## src/rtl/exc_controller.sv

```systemverilog
// Exception entry/exit sequencer: collects invalid-opcode and external IRQ events,
// prioritises them, and handshakes Exc/EStatus with the datapath through RAISE/HANDLER.
module exc_controller #(
  parameter int unsigned NIRQ        = 2,
  parameter int unsigned ACK_TIMEOUT = 8
) (
  input  logic            clk,
  input  logic            reset,
  input  logic            invalid_op,
  input  logic [NIRQ-1:0] ext_irq,
  input  logic [NIRQ-1:0] irq_en,
  input  logic            ERet,
  input  logic            ExcAck,
  output logic            Exc,
  output logic [3:0]      EStatus,
  output logic            busy,
  output logic [NIRQ:0]   pending,
  output logic [7:0]      lost_cnt,
  output logic            err_timeout,
  output logic            double_fault
);

  localparam int unsigned NSRC = NIRQ + 1;
  localparam int unsigned IDXW = 4;
  localparam int unsigned TW   = $clog2(ACK_TIMEOUT + 1);

  localparam logic [1:0] ST_IDLE    = 2'd0;
  localparam logic [1:0] ST_RAISE   = 2'd1;
  localparam logic [1:0] ST_HANDLER = 2'd2;

  logic [1:0]      state_q,   state_d;
  logic [NIRQ-1:0] sync1_q,   sync2_q, sync3_q;
  logic [NIRQ:0]   pending_q, pending_d;
  logic [IDXW-1:0] sel_q,     sel_d;
  logic [3:0]      estatus_q, estatus_d;
  logic [TW-1:0]   timer_q,   timer_d;
  logic [7:0]      lost_q,    lost_d;
  logic            err_to_q,  err_to_d;
  logic            dfault_q,  dfault_d;

  logic [NIRQ:0]   set_vec, clr_vec, eligible;
  logic [IDXW-1:0] win_idx, lost_inc;
  logic            win_vld, ack;
  logic [8:0]      lost_sum;

  // Synchroniser plus edge-history flop per IRQ line
  always_ff @(posedge clk or negedge reset) begin
    if (!reset) begin
      sync1_q <= '0;
      sync2_q <= '0;
      sync3_q <= '0;
    end else begin
      sync1_q <= ext_irq;
      sync2_q <= sync1_q;
      sync3_q <= sync2_q;
    end
  end

  always_ff @(posedge clk or negedge reset) begin
    if (!reset) begin
      state_q   <= ST_IDLE;
      pending_q <= '0;
      sel_q     <= '0;
      estatus_q <= '0;
      timer_q   <= '0;
      lost_q    <= '0;
      err_to_q  <= 1'b0;
      dfault_q  <= 1'b0;
    end else begin
      state_q   <= state_d;
      pending_q <= pending_d;
      sel_q     <= sel_d;
      estatus_q <= estatus_d;
      timer_q   <= timer_d;
      lost_q    <= lost_d;
      err_to_q  <= err_to_d;
      dfault_q  <= dfault_d;
    end
  end

  always_comb begin
    state_d   = state_q;
    sel_d     = sel_q;
    estatus_d = estatus_q;
    timer_d   = timer_q;
    err_to_d  = err_to_q;
    dfault_d  = dfault_q;
    win_idx   = '0;
    lost_inc  = '0;
    clr_vec   = '0;

    set_vec  = {sync2_q & ~sync3_q, invalid_op};
    eligible = pending_q & {irq_en, 1'b1};
    win_vld  = |eligible;
    // Lowest eligible index has highest priority
    for (int i = NSRC - 1; i >= 0; i--) begin
      if (eligible[i]) win_idx = IDXW'(i);
    end

    ack = (state_q == ST_RAISE) && ExcAck;
    for (int i = 0; i < NSRC; i++) begin
      clr_vec[i] = ack && (sel_q == IDXW'(i));
    end
    // A new event on the clearing cycle re-arms the bit and is not a loss
    pending_d = (pending_q & ~clr_vec) | set_vec;

    for (int i = 0; i < NSRC; i++) begin
      lost_inc = lost_inc + IDXW'(set_vec[i] & pending_q[i] & ~clr_vec[i]);
    end
    lost_sum = 9'(lost_q) + 9'(lost_inc);
    lost_d   = (lost_sum > 9'd255) ? 8'hFF : lost_sum[7:0];

    case (state_q)
      ST_IDLE: begin
        estatus_d = 4'd0;
        if (win_vld) begin
          state_d   = ST_RAISE;
          sel_d     = win_idx;
          estatus_d = win_idx + 4'd1;
          timer_d   = TW'(ACK_TIMEOUT);
        end
      end
      ST_RAISE: begin
        if (ExcAck) begin
          state_d = ST_HANDLER;
        end else if (timer_q <= TW'(1)) begin
          state_d   = ST_IDLE;
          estatus_d = 4'd0;
          err_to_d  = 1'b1;
        end else begin
          timer_d = timer_q - TW'(1);
        end
      end
      ST_HANDLER: begin
        if (invalid_op) dfault_d = 1'b1;
        if (ERet) begin
          state_d   = ST_IDLE;
          estatus_d = 4'd0;
        end
      end
      default: begin
        state_d   = ST_IDLE;
        estatus_d = 4'd0;
      end
    endcase
  end

  assign Exc          = (state_q == ST_RAISE);
  assign busy         = (state_q != ST_IDLE);
  assign EStatus      = estatus_q;
  assign pending      = pending_q;
  assign lost_cnt     = lost_q;
  assign err_timeout  = err_to_q;
  assign double_fault = dfault_q;

endmodule
```

## config.mk

```make
export PLATFORM = sky130hd
export DESIGN_NAME = exc_controller
export DESIGN_NICKNAME = d
export VERILOG_FILES = /design/src/rtl/exc_controller.sv
export SDC_FILE = /design/constraint.sdc
export NUM_CORES = 1
export LEC_CHECK = 0
export CORE_ASPECT_RATIO = 1.2
export CORE_MARGIN = 5
export CORE_UTILIZATION = 45
export DETAILED_ROUTE_END_ITERATION = 10
export HOLD_SLACK_MARGIN = 0.02
export PLACE_DENSITY_LB_ADDON = 0.08
export SKIP_CTS_REPAIR_TIMING = 1
export SYNTH_ARGS = -nofsm -noshare
export SYNTH_HDL_FRONTEND = slang
export SYNTH_SLANG_ARGS = --single-unit
```

## constraint.sdc

```tcl
create_clock -name clk -period 4.6 [get_ports clk]
set_clock_uncertainty 0.15 [all_clocks]
set_input_delay 0.69 -clock clk [delete_from_list [all_inputs] [get_ports clk]]
set_output_delay 0.69 -clock clk [all_outputs]
set_load 0.01 [all_outputs]
```

[Word-level counts from Yosys, hierarchy flattened]
Cells that the tools add are included.
Storage, ports and cells
  logic and storage cells: 77
  register bits: 33
Cells by class
  reductions and logical operators: 15
  muxes and demuxes: 18
  magnitude comparators: 2
  eq/ne operators: 10
  bitwise operators: 16
  add/subtract/negate cells: 5
Operator list (count)
  $mux 4: 7
  $mux 2: 7
  $and 1x4->4: 3
  $not 1->4: 3
  $pmux 4 s3: 1
  $add 8x4->9: 1
  $gt 9x8->1 const B: 1
  $reduce_and 3->1: 3
  $add 4x4->4: 2
  $mux 8: 1
  $ne 2x2->1 const B: 4
  $pmux 4 s2: 1
  $and 3x3->3: 2
  $pmux 2 s3: 1
  $add 4x1->4 const B: 1
  $eq 4x1->1 const B: 1
  $eq 4x2->1 const B: 1
  $le 4x1->1 const B: 1
  $logic_and 1x1->1: 4
  $logic_not 4->1: 1
  $reduce_and 2->1: 2
  $reduce_and 4->1: 1
  $reduce_bool 2->1: 2
  $sub 4x1->4 const B: 1
  other kinds (12): 14

[Longest topological paths before layout]
  depth in word-level cells: 10
  depth in mapped cells: 12
  depth with buffers taken out: 12

[Worst setup path after synthesis]
Ideal clock, no wire load.
  path kind: flip-flop to flip-flop
  start point: register state_q[1]
  end point: register lost_q[6] (netlist: lost_cnt[6])
  setup time: 0.088 ns
  buffers on the path: 0
  setup slack: 1.582 ns
  cell stages (with the launch flop): 13
  arrival time: 2.780 ns
  cell sequence: dfrtp_1 nand2b_1 inv_1 nand2_1 o31ai_1 nor2_1 fa_1 ha_1 inv_1 fa_1 nor2_1 a31oi_1 a41oi_1
On the way
  longest elaborated chain between the ends: 10
  elaborated cells on any way between the ends: 16
  classes of those cells: 3 x add/sub; 1 x order compare; 1 x eq/ne; 1 x mux; 6 x bitwise; 4 x reduce/logical
RTL lines
  start, declared: line 31  | logic [1:0] state_q, state_d;
  start signal, assigned: line 70  | state_q <= state_d;
  $eq 2x1->1 *
  named net Exc: line 14  | output logic Exc,
  $logic_and 1x1->1 *: line 100  | ack = (state_q == ST_RAISE) && ExcAck;
  $logic_and 1x1->1: line 102  | clr_vec[i] = ack && (sel_q == IDXW'(i));
  $not 1->4: line 108  | lost_inc = lost_inc + IDXW'(set_vec[i] & pending_q[i] & ~clr_vec[i]);
  $and 1x4->4: line 108
  $add 4x4->4: line 108
  $add 4x4->4 *: line 108
  $add 8x4->9 *: line 110  | lost_sum = 9'(lost_q) + 9'(lost_inc);
  $gt 9x8->1: line 111  | lost_d = (lost_sum > 9'd255) ? 8'hFF : lost_sum[7:0];
  $mux 8 *: line 111
  named net lost_d[6]: line 37  | logic [7:0] lost_q, lost_d;
  end signal, assigned: line 75  | lost_q <= lost_d;
  end, declared: line 37
The timed path passes the listed nets; every way through them passes the cells marked *.
A chain may end at the register's enable or synchronous reset.

[Final worst setup path]
  start point: input port ExcAck
  end point: register lost_q[6] (netlist: lost_cnt[6])
On the way
  longest elaborated chain between the ends: 9
  elaborated cells on any way between the ends: 15
  classes of those cells: 3 x add/sub; 1 x order compare; 1 x mux; 6 x bitwise; 4 x reduce/logical
RTL lines
  start, declared: line 13  | input logic ExcAck,
  $logic_and 1x1->1 *: line 100
  $logic_and 1x1->1: line 102
  $not 1->4: line 108
  $and 1x4->4: line 108
  $add 4x4->4: line 108
  $add 4x4->4 *: line 108
  $add 8x4->9 *: line 110
  $gt 9x8->1: line 111
  $mux 8 *: line 111
  named net lost_d[6]: line 37
Marked as above.

==> impl_metrics.py <==
metrics = {
    "status": {
        "run_status": "finished clean",
    },
    "setup_path": {
        "worst_path_dominant_cell_family": "adder cells",
        "crit_path_top_delay_cell": "clkdlybuf4s50_1",
        "critical_path.endpoint_type": "flip-flop",
        "timing.critical_path.arrival_ns": 3.59,
        "crit_fanout": 6,
        "crit_type": "in -> reg",
        "cp-start-kind": "primary input",
        "required_ns": 4.69,
        "path_buf_inv": 2,
        "crit_path_cell_trace": "clkdlybuf4s50_1, nand2_1, o31ai_1, nor2_1, fa_1, ha_1, inv_1, fa_1, nor2_1, a31oi_1, a41oi_1",
        "timing.critical_path.slowest_cell_delay_ns": 0.58,
    },
    "placement": {
        "placedInstanceArea_sq_um": 1700,
        "dp_hpwl_microns": 2140,
        "port-buffer-count": 26,
        "place.gp.congestion": 0.849,
    },
    "clock_network": {
        "path_clk_slew_ns": 0.09,
        "cts-root-to-sink-buffers": 2,
        "cts_made_buffers": 5,
        "clk-insertion-delay-late_ns": 0.32,
        "cts_tree": "yes",
        "htree_levels": 2,
        "numClockSinks": 30,
        "clk_root_buffer_cell": "clkbuf_4",
    },
    "floorplan": {
        "die_x_microns": 61.0,
        "dieHeight_microns": 71.2,
        "rows": 22,
        "core_sq_um": 3030,
        "die_area_sq_um": 4350,
        "ios": 28,
        "initial_utilization_pct": 46.4,
    },
    "power": {
        "power.share.sequential_pct": 40.6,
        "ir_worst_vdd_mv": 0.399,
        "power.share.clock_pct": 14.6,
        "p_per_area_nw_per_um2": 628,
        "total_leakage_power_nw": 0.782,
        "power.switching_fraction_pct": 38.0,
        "power.share.combinational_pct": 44.7,
        "p_int_mw": 0.686,
        "netSwitchingPower_mw": 0.420,
    },
    "route": {
        "viasPerCell": 5.24,
        "routed_wirelength_microns": 2820,
        "post-route-drc-count": 0,
        "detail_route.iter0.violations": 48,
        "routed_wire_length_per_instance_microns": 14.2,
        "detail-route-antenna-nets": 0,
        "vias": 1043,
        "drt_pre_antenna_iters": 4,
    },
    "timing": {
        "worst_hold_slack_ns": 0.207,
        "finalSetupViolCount": 0,
        "finalCritPeriodShare_pct": 76.2,
        "fmaxAchievable_ghz": 0.285,
        "final_hold_violating_endpoints": 0,
        "final-max-slew-violation-count": 0,
        "maxSlewHeadroom_pct": 60.3,
        "rsz0062_at_grt": "false",
        "pin_slew_with_the_least_headroom_to_its_limit_ns": 0.591,
        "timing.final.crit_period_ns": 3.50,
        "tns_ns": 0,
    },
    "cells_and_area": {
        "n_antenna_cell": 0,
        "post_route_cells_drive_above_1_share_pct": 7.98,
        "nets": 178,
        "areaGrowthSynthToFinish_pct": 25.2,
        "finish.instance_area_sq_um": 1760,
        "mostFrequentLayoutCell": "dfrtp_1",
        "final_cell_mix": "30 x dfrtp_1, 26 x clkdlybuf4s50_1, 14 x nand2_1, 12 x inv_1, 10 x nor2_1",
    },
    "grt": {
        "grt_antenna_before_repair": 0,
        "grtUsageTotal_pct": 14.9,
        "grt_pass1_vias": 1079,
        "first_pass_grt_wire_length_microns": 4910,
        "grt_start_max_net_pins": 31,
        "globalRoute.totalOverflow": 0,
    },
    "logic_synthesis": {
        "syn-instance-count": 130,
        "synth_seq_cells": 30,
        "synth_nets": 146,
        "yosysUniqueCellTypes": 38,
        "yosys_warnings": 0,
        "post_synth.cell_area_avg_sq_um": 10.8,
        "synthesis.area_sq_um": 1410,
        "synth.yosys.seq_area_share_pct": 53.4,
    },
    "run": {
        "drv_cap": 0,
    },
    "min_path": {
        "timing.hold.worst.class": "reg -> reg",
    },
}
[per-stage QoR]
stage          power [mW]  util (%)  worst slack, ns  instances
2_1_floorplan       0.739         -             1.58        130
3_3_place_gp        0.936      56.2            0.863        191
3_5_place_dp        0.956      56.2            0.803        191
4_1_cts              1.12      58.1             1.11        199
5_1_grt              1.21      58.1            0.771        199
6_report             1.11      58.1             1.10        199
[final cells by class]
type / count / area, sq um
fillers: 277 / 1270
flip-flops and latches: 30 / 751
inverters: 12 / 45.0
well taps: 36 / 45.0
clock inverters: 1 / 5.00
clock buffers: 7 / 55.1
repair buffers: 27 / 268
multi-input cells: 86 / 592
[worst reg2reg max path: cells and delay by family (launching register included)]
family	cells	cell delay, ns
and+or+nand+nor	4	0.69
AOI/OAI and AO/OA	3	0.59
buffers and inverters	2	0.15
adders and majority gates	3	1.15
DFF	1	0.44
[routing by layer]
| layer | share of wire [%] | vias to the layer above | global-route usage [%] |
|---|---|---|---|
| li1 | - | 514 | - |
| met1 | 42 | 500 | 18.3 |
| met2 | 50 | 27 | 23.8 |
| met3 | 6.5 | 2 | 5.05 |
| met4 | 0.74 | 0 | 5.30 |
| met5 | 0 | - | 0 |
[flip-flops by register name, summed over array words and instances (netlist names)]
signal        flops
sync2_q           2
sync1_q           2
timer_q           4
state_q           2
lost_cnt          8
pending           3
sel_q             2
EStatus           3
sync3_q           2
err_timeout       1
double_fault      1
[power by group through the flow]
stage / sequential [mW] / combinational (mW) / clock (mW)
global placement: 0.452 / 0.484 / 0
CTS: 0.451 / 0.504 / 0.170
global route: 0.466 / 0.558 / 0.182
floorplan: 0.461 / 0.277 / 0
finish: 0.450 / 0.495 / 0.162
detailed placement: 0.456 / 0.500 / 0
[cell usage after synthesis]
cell	n	share of area (%)
a221o_1	1	0.71
conb_1	1	0.27
o221ai_1	1	0.62
nand4b_1	1	0.62
dfrtp_1	30	53
nor2_1	10	2.7
buf_4	1	0.53
ha_1	5	4.4
o21bai_1	1	0.53
o21ai_1	1	0.36
nor2b_1	2	0.89
nor3_2	1	0.71
o21a_1	2	1.1
mux2_4	1	1.1
and2_4	1	0.62
o31ai_1	2	1.1
inv_1	12	3.2
or4_1	2	1.1
o211ai_1	2	1.1
o21ai_0	3	1.1
a31oi_1	2	0.89
nor3b_2	1	0.89
buf_6	1	0.80
o2bb2ai_1	1	0.62
nand2b_1	7	3.1
nand3_1	5	1.8
mux2_1	1	0.80
xnor2_1	1	0.62
o22ai_1	1	0.45
nor3_1	2	0.71
mux2i_1	2	1.4
nand2_1	14	3.7
a21o_1	1	0.53
o41ai_2	1	1.2
a21oi_1	5	1.8
a22o_1	2	1.2
a41oi_1	1	0.62
fa_1	2	2.8
[cell families after synthesis]
| group | Yosys count | share of synthesized area, % |
|---|---|---|
| AND/OR/NAND/NOR | 46 | 16.8 |
| XOR/XNOR | 1 | 0.623 |
| adder cells (fa/ha/maj) | 7 | 7.30 |
| buffers and inverters | 14 | 4.54 |
| other | 1 | 0.267 |
| multiplexers | 4 | 3.29 |
| flip-flops | 30 | 53.4 |
| AO/OA/AOI/OAI | 27 | 13.8 |
[path summary, 6_finish.rpt]
check                                        from                      to  slack (ns)  cells past startpoint
max in group asynchronous                   reset    sync1_q[1]$_DFF_PN0_        3.42                      2
max                                        ExcAck   lost_cnt[6]$_DFF_PN0_        1.10                     11
min in group asynchronous                   reset  timer_q[3]$_DFFE_PN0P_        0.59                      2
min reg2reg                  sync1_q[1]$_DFF_PN0_    sync2_q[1]$_DFF_PN0_        0.21                      0
min                          sync1_q[1]$_DFF_PN0_    sync2_q[1]$_DFF_PN0_        0.21                      0
max reg2reg                state_q[1]$_DFFE_PN0P_   lost_cnt[6]$_DFF_PN0_        1.34                     12
Power figures use the tool's default switching activity.
